[src/rtl/load_pkg.sv]
// Shared definitions for the load unit: RV32I load func3 codes, sequencer states,
// legal memory-latency range and access-legality helpers.
package load_pkg;

   localparam logic [2:0] F3_LB  = 3'b000;
   localparam logic [2:0] F3_LH  = 3'b001;
   localparam logic [2:0] F3_LW  = 3'b010;
   localparam logic [2:0] F3_LBU = 3'b100;
   localparam logic [2:0] F3_LHU = 3'b101;

   localparam int unsigned MEM_LATENCY_MIN = 1;
   localparam int unsigned MEM_LATENCY_MAX = 8;
   localparam int unsigned CNT_W           = 4;

   typedef enum logic [1:0] {IDLE, WAIT, RESP} state_e;

   function automatic logic f3_legal(input logic [2:0] f3);
      return f3 inside {F3_LB, F3_LH, F3_LW, F3_LBU, F3_LHU};
   endfunction

   function automatic logic f3_misaligned(input logic [2:0] f3, input logic [1:0] off);
      return ((f3 == F3_LH || f3 == F3_LHU) && off[0]) || (f3 == F3_LW && off != 2'b00);
   endfunction

   // Forces halfword/word offsets down to their natural alignment.
   function automatic logic [1:0] natural_off(input logic [2:0] f3, input logic [1:0] off);
      case (f3)
         F3_LH, F3_LHU: return {off[1], 1'b0};
         F3_LW:         return 2'b00;
         default:       return off;
      endcase
   endfunction

endpackage

[src/rtl/load_align.sv]
// Combinational load extractor: picks the addressed byte/halfword/word out of a
// memory word and sign- or zero-extends it to 32 bits.
module load_align
   import load_pkg::*;
(
   input  logic [2:0]  func3,
   input  logic [1:0]  off,
   input  logic [31:0] word,
   output logic [31:0] result
);

   logic [7:0]  byte_sel;
   logic [15:0] half_sel;

   always_comb begin
      byte_sel = 8'(word >> {off, 3'b000});
      half_sel = 16'(word >> {off[1], 4'b0000});
      result   = '0;
      case (func3)
         F3_LB:   result = {{24{byte_sel[7]}}, byte_sel};
         F3_LBU:  result = {24'h0, byte_sel};
         F3_LH:   result = {{16{half_sel[15]}}, half_sel};
         F3_LHU:  result = {16'h0, half_sel};
         F3_LW:   result = word;
         default: result = '0;
      endcase
   end

endmodule

[src/rtl/load_unit.sv]
// RV32I load sequencer: word-aligned read, fixed memory latency, extract and extend.
// Build option LOAD_MISALIGN_TRAP_EN: misaligned loads raise ld_err instead of being aligned.
module load_unit
   import load_pkg::*;
#(
   parameter int unsigned MEM_LATENCY = 1,
   parameter int unsigned ADDR_W      = 32
) (
   input  logic              clk,
   input  logic              rst_n,
   input  logic              ld_valid,
   input  logic [2:0]        ld_func3,
   input  logic [ADDR_W-1:0] ld_addr,
   output logic              ld_stall,
   output logic              ld_wb_valid,
   output logic [31:0]       ld_wb_data,
   output logic              ld_err,
   output logic              dm_re,
   output logic [ADDR_W-1:0] dm_addr,
   input  logic [31:0]       dm_rdata
);

   if (MEM_LATENCY < MEM_LATENCY_MIN || MEM_LATENCY > MEM_LATENCY_MAX) begin : g_bad_latency
      $error("load_unit: MEM_LATENCY out of range");
   end

   state_e           state_q;
   logic [CNT_W-1:0] cnt_q;
   logic             abort_q;
   logic             wb_valid_q;
   logic [2:0]       func3_q;
   logic [1:0]       off_q;
   logic [31:0]      data_q;
   logic [31:0]      aligned;
   logic             trap;
   logic             start;
   logic             keep;
   logic [1:0]       off_in;

   always_comb begin
`ifdef LOAD_MISALIGN_TRAP_EN
      trap   = !f3_legal(ld_func3) || f3_misaligned(ld_func3, ld_addr[1:0]);
      off_in = ld_addr[1:0];
`else
      trap   = !f3_legal(ld_func3);
      off_in = natural_off(ld_func3, ld_addr[1:0]);
`endif
      // Combinational outputs are gated by rst_n so everything reads 0 while in reset.
      start  = rst_n && (state_q == IDLE) && ld_valid && !trap;
      keep   = ld_valid && !abort_q;
   end

   assign ld_err      = rst_n && (state_q == IDLE) && ld_valid && trap;
   assign dm_re       = start;
   assign dm_addr     = start ? {ld_addr[ADDR_W-1:2], 2'b00} : '0;
   assign ld_stall    = start || (rst_n && (state_q == WAIT) && keep);
   assign ld_wb_valid = wb_valid_q;
   assign ld_wb_data  = data_q;

   load_align u_align (
      .func3  (func3_q),
      .off    (off_q),
      .word   (dm_rdata),
      .result (aligned)
   );

   always_ff @(posedge clk or negedge rst_n) begin
      if (!rst_n) begin
         state_q    <= IDLE;
         cnt_q      <= '0;
         abort_q    <= 1'b0;
         wb_valid_q <= 1'b0;
         func3_q    <= '0;
         off_q      <= '0;
         data_q     <= '0;
      end else begin
         unique case (state_q)
            IDLE: begin
               if (start) begin
                  func3_q <= ld_func3;
                  off_q   <= off_in;
                  cnt_q   <= CNT_W'(MEM_LATENCY);
                  abort_q <= 1'b0;
                  state_q <= WAIT;
               end
            end
            WAIT: begin
               cnt_q <= cnt_q - 1'b1;
               if (!ld_valid) abort_q <= 1'b1;
               // Read data is valid in the cycle the countdown reaches 1.
               if (cnt_q == CNT_W'(1)) begin
                  wb_valid_q <= keep;
                  data_q     <= keep ? aligned : '0;
                  state_q    <= RESP;
               end
            end
            RESP: begin
               wb_valid_q <= 1'b0;
               data_q     <= '0;
               abort_q    <= 1'b0;
               state_q    <= IDLE;
            end
            default: state_q <= IDLE;
         endcase
      end
   end

endmodule

[config.mk]
export PLATFORM = sky130hd
export DESIGN_NAME = load_unit
export DESIGN_NICKNAME = d
export VERILOG_FILES = /design/src/rtl/load_pkg.sv /design/src/rtl/load_align.sv /design/src/rtl/load_unit.sv
export SDC_FILE = /design/constraint.sdc
export NUM_CORES = 1
export LEC_CHECK = 0
export BUFFER_PORTS_ARGS = -buffer_cell sky130_fd_sc_hd__buf_4
export CORE_MARGIN = 2
export CORE_UTILIZATION = 46
export CTS_BUF_LIST = sky130_fd_sc_hd__clkbuf_4 sky130_fd_sc_hd__clkbuf_8
export CTS_CLUSTER_SIZE = 40
export DETAILED_ROUTE_END_ITERATION = 12
export GPL_TIMING_DRIVEN = 0
export HOLD_SLACK_MARGIN = 0.05
export PLACE_DENSITY = 0.8
export REMOVE_ABC_BUFFERS = 1
export SLEW_MARGIN = 0
export SYNTH_ARGS = -nofsm -noshare
export SYNTH_HDL_FRONTEND = slang
export SYNTH_SLANG_ARGS = --single-unit
[constraint.sdc]
create_clock -name clk -period 2 [get_ports clk]
set_input_delay 0.2 -clock clk [delete_from_list [all_inputs] [get_ports clk]]
set_output_delay 0.2 -clock clk [all_outputs]
set_load 0.005 [all_outputs]
==> results list <==
- Clock transition at the registers of the reported paths: 0.07 ns
* Clock Skews: about 0.011 ns
- Setup repair after global routing left no endpoint under its margin.
- Relative to the synthesized area, the layout overhead comes to 49.0%.
* Clock network fraction of design power: ~14%
- The startpoint identified for the worst hold timing path is ld_addr[1].
- Critical register-to-register path startpoint: func3_q[1]$_DFFE_PN0P_
* Relative max-transition margin: 52.6%
- Endpoint of the lowest-slack register-to-register path: ld_wb_data[30]$_DFFE_PN0P_
- After detailed routing, the number of remaining DRC violations is 0.
- Met2 track utilization from global routing: 38.7%
* Top-level I/O count: 138
- Counting the buffers created by CTS gives 5.
- Yosys mapped a number of flops with a built-in enable equal to 0.
- Peak ir drop on the vdd network: 786 uV
- Cell-internal power: 2.54 mW
- Endpoint required time on the critical path: about 1.8 ns
* Number of H-tree levels: 2
- Sort of element at the start of the critical path: input port
* Commonest register cell after synthesis: sky130_fd_sc_hd__dfrtp_1
* Number of instances in the synthesized netlist: ~230
- The worst path in the final design needs a cycle of 1.91 ns, including I/O delays and setup.
- The worst setup path is captured at an output pin.
- Share of the cycle needed by the critical path after routing: 95.5%
- Highest-utilization routing layer at the global route stage: met2
* Overall track demand over capacity in global routing: 24.2%
- Of the total power, the share spent switching nets is 37.6%.
- Achievable frequency: around 0.52 GHz
* Instance count after placement with tap cells included: between 400 and 500
* Die ar.: 6090 um^2
* Number of standard cells in the layout, taps in and fillers out: ~440
* Worst min path class: in -> reg
- First-pass GRT wire length: 11500 um
- Power density over cell area: roughly 1100 nW/um^2
* Total power: just over 4 mW
* Clock latency at the later pin of the worst-skew pair: roughly 0.31 ns
* Cell depth of the worst hold path: 2
* Num rows: 26
* Portion of total power attributed to combinational logic: 47.6%
* # setup viols final: 0
- Sequential cells account for around two fifths of the total power.
- Count of warnings emitted by yosys: 0
* Number of buffers on the longest clock path: 2
- Terminating pin of the worst hold path: off_q[1]$_DFFE_PN0P_
* Run status: completed
- The library cell used most frequently in the layout, excluding fill and tap cells, is sky130_fd_sc_hd__buf_4.
* TritonCTS clock tree: yes
- Cells with a size suffix above 1 make up between 40% and 50% of the layout.
- Measured in cells, the most critical reg-to-reg path has a length of 4.
- The share of the Yosys chip area taken by registers is around 45%.
* Number of register bits inferred by synthesis: 45
- For this design the static power due to leakage is 1.95 nW.
- The detail route stage leaves a number of antenna-violating nets equal to 0.
* Area inside the core boundary: ~5200 um^2
- Fill count: between 400 and 500
- Diodes inserted: 0
* Clock Tree Root: sky130_fd_sc_hd__clkbuf_8
- For this block, the routed nets add up to 7490 um of wire.
- In the global route stage, met1 resource usage came out at around 33%.
- Unique masters post-synth: 50
- The HPWL after detailed placement is between 5000 and 6000 um.
* IO Port Bufs: roughly 140
* Starting utilization of the core area: 48.5%
* Most frequent cells in the layout: sky130_fd_sc_hd__buf_4, sky130_fd_sc_hd__dfrtp_1, sky130_fd_sc_hd__and2_1, sky130_fd_sc_hd__a221o_1, sky130_fd_sc_hd__a21oi_1
- Proportion of synthesized flip-flops having asynchronous set or reset: 100%
- Transition time of the tightest slew-check pin: 0.711 ns
- The final number of max-transition violations came to 0.
* Average instance area after synthesis: 10.8 um^2
- Vias in the first global route: 2200
- Antenna violations before repair: 0
- The critical path is of the in -> out type.
- The die is just under 80 um wide.
* First-pass iteration count of the detailed router: 5
- Detailed-route via count: 2412
* Number of hold violations in the final report: 0
* Top fanout value on the critical path: 36
- Violation count after the first detailed-routing iteration: 190
* Net total in the final layout: between 400 and 500
- Global routing finished with a remaining overflow of 0.
* Vias/cell: 5.51
- Routability-driven placement finished with a final weighted congestion of 0.873.
- Worst path arrival time: 1.71 ns
- Sw Pwr: approximately 1.5 mW
* Met3 usage: 4.60%
- Across all register-to-register paths, the minimum setup slack is about 0.14 ns.
- Summing every instance area after synthesis gives around 2500 um^2.
- Wire per inst: 17.1 um
* Final TNS setup: 0 ns
- Clock tree synthesis found a total of 45 sinks.
- Largest net degree at the start of global routing: between 40 and 50
* Max Cap Viol: 0
- Die H: 78.1 um
==> critical path: stages <==
cell	delay (ns)
sky130_fd_sc_hd__dlygate4sd3_1	0.54
sky130_fd_sc_hd__buf_4	0.17
sky130_fd_sc_hd__nand4bb_4	0.12
sky130_fd_sc_hd__nand2b_4	0.21
sky130_fd_sc_hd__clkinv_8	0.13
sky130_fd_sc_hd__and2_1	0.19
sky130_fd_sc_hd__buf_4	0.14
==> per-stage QoR <==
| step | hold slack, ns | util [%] | cell area (um^2) | worst slack, ns |
|---|---|---|---|---|
| 5_1_grt | 0.110 | 72.3 | 3760 | 0.0112 |
| 6_report | 0.112 | 72.3 | 3760 | 0.0895 |
| 3_5_place_dp | 0.231 | 67.5 | 3510 | -0.410 |
| 4_1_cts | 0.111 | 71.1 | 3700 | 0.0191 |
| 2_1_floorplan | -0.0956 | - | 2410 | 0.124 |
| 3_3_place_gp | 0.235 | 67.5 | 3510 | -0.366 |
==> power groups by stage <==
stage	combinational, mW	clock (mW)	sequential (mW)
final	1.93	0.576	1.55
after global routing	2.10	0.623	1.60
after CTS	1.88	0.584	1.55
after detailed placement	1.82	0	1.56
after global placement	1.77	0	1.54
after floorplan	1.07	0	1.50
==> what timing repair did <==
item                       CTS  global route
hold endpoints to repair    45             0
setup buffers                1             5
cloned                       0             1
pin swaps                    1             1
gates resized for setup     10             4
hold buffers                 2             0
setup endpoints to repair   64            47
==> Yosys cell counts, drive strengths merged, types with 2 or more instances <==
library cell	instances	area, um^2
a211oi	2	27.5
a22o	2	17.5
nand3	2	10.0
a221o	16	160
nand2	6	22.5
nor2	13	56.3
nor3b	3	37.5
a21oi	13	68.8
ha	2	25.0
buf	13	98.8
a22oi	7	52.6
and2b	2	16.3
clkbuf	4	15.0
a21o	8	60.1
o21ai	5	25.0
a222oi	7	70.1
o2bb2ai	9	78.8
a211o	2	17.5
mux2	7	78.8
nor3	3	15.0
mux2i	2	20.0
nand2b	5	31.3
inv	6	22.5
dfrtp	45	1130
and2	31	194
xor2	2	17.5
nor2b	2	12.5
==> worst max path at each step <==
stage	to	from	slack (ns)
floorplan	ld_wb_data[16]$_DFFE_PN0P_	func3_q[0]$_DFFE_PN0P_	0.12
global placement	ld_wb_data[20]$_DFFE_PN0P_	func3_q[1]$_DFFE_PN0P_	-0.37
detailed placement	ld_wb_data[26]$_DFFE_PN0P_	func3_q[1]$_DFFE_PN0P_	-0.41
CTS	ld_wb_data[30]$_DFFE_PN0P_	func3_q[1]$_DFFE_PN0P_	0.02
global route	dm_addr[28]	rst_n	0.01
finish	dm_addr[28]	rst_n	0.09
==> cell families (layout without fill, tap and decap cells) <==
logic type,Yosys count,in the layout,share of synthesized area [%]
AOI/OAI and AO/OA,77,78,25.0
xor gates and xnor gates,2,2,0.694
adders and majority gates,2,2,0.991
buffers and inverters,23,156,5.40
DFF,45,45,44.6
muxes,10,10,4.81
other,1,2,0.149
and+or+nand+nor,73,73,18.3
==> final cells by class <==
| cell class | instances | area (um^2) | area share [%] |
|---|---|---|---|
| sequential | 45 | 1130 | 30.0 |
| multi-input combinational | 167 | 1320 | 35.1 |
| timing repair buffer | 143 | 1100 | 29.3 |
| clock inverter | 1 | 7.51 | 0.200 |
| clock buffer | 6 | 82.6 | 2.20 |
| tap | 70 | 87.6 | 2.33 |
| inverter | 6 | 35.0 | 0.931 |
==> state kept, by name, indices dropped and copies added (netlist names) <==
signal and flops:
abort_q 1, cnt_q 4, func3_q 3, ld_wb_data 32, ld_wb_valid 1, off_q 2
state_q 2
==> routing by layer <==
metal	part of all wire [%]	up-vias
li1	-	1143
met1	42	1170
met2	51	87
met3	5.6	12
met4	1.8	0
met5	0	-
No activity file was read; power rests on OpenSTA's default activity.
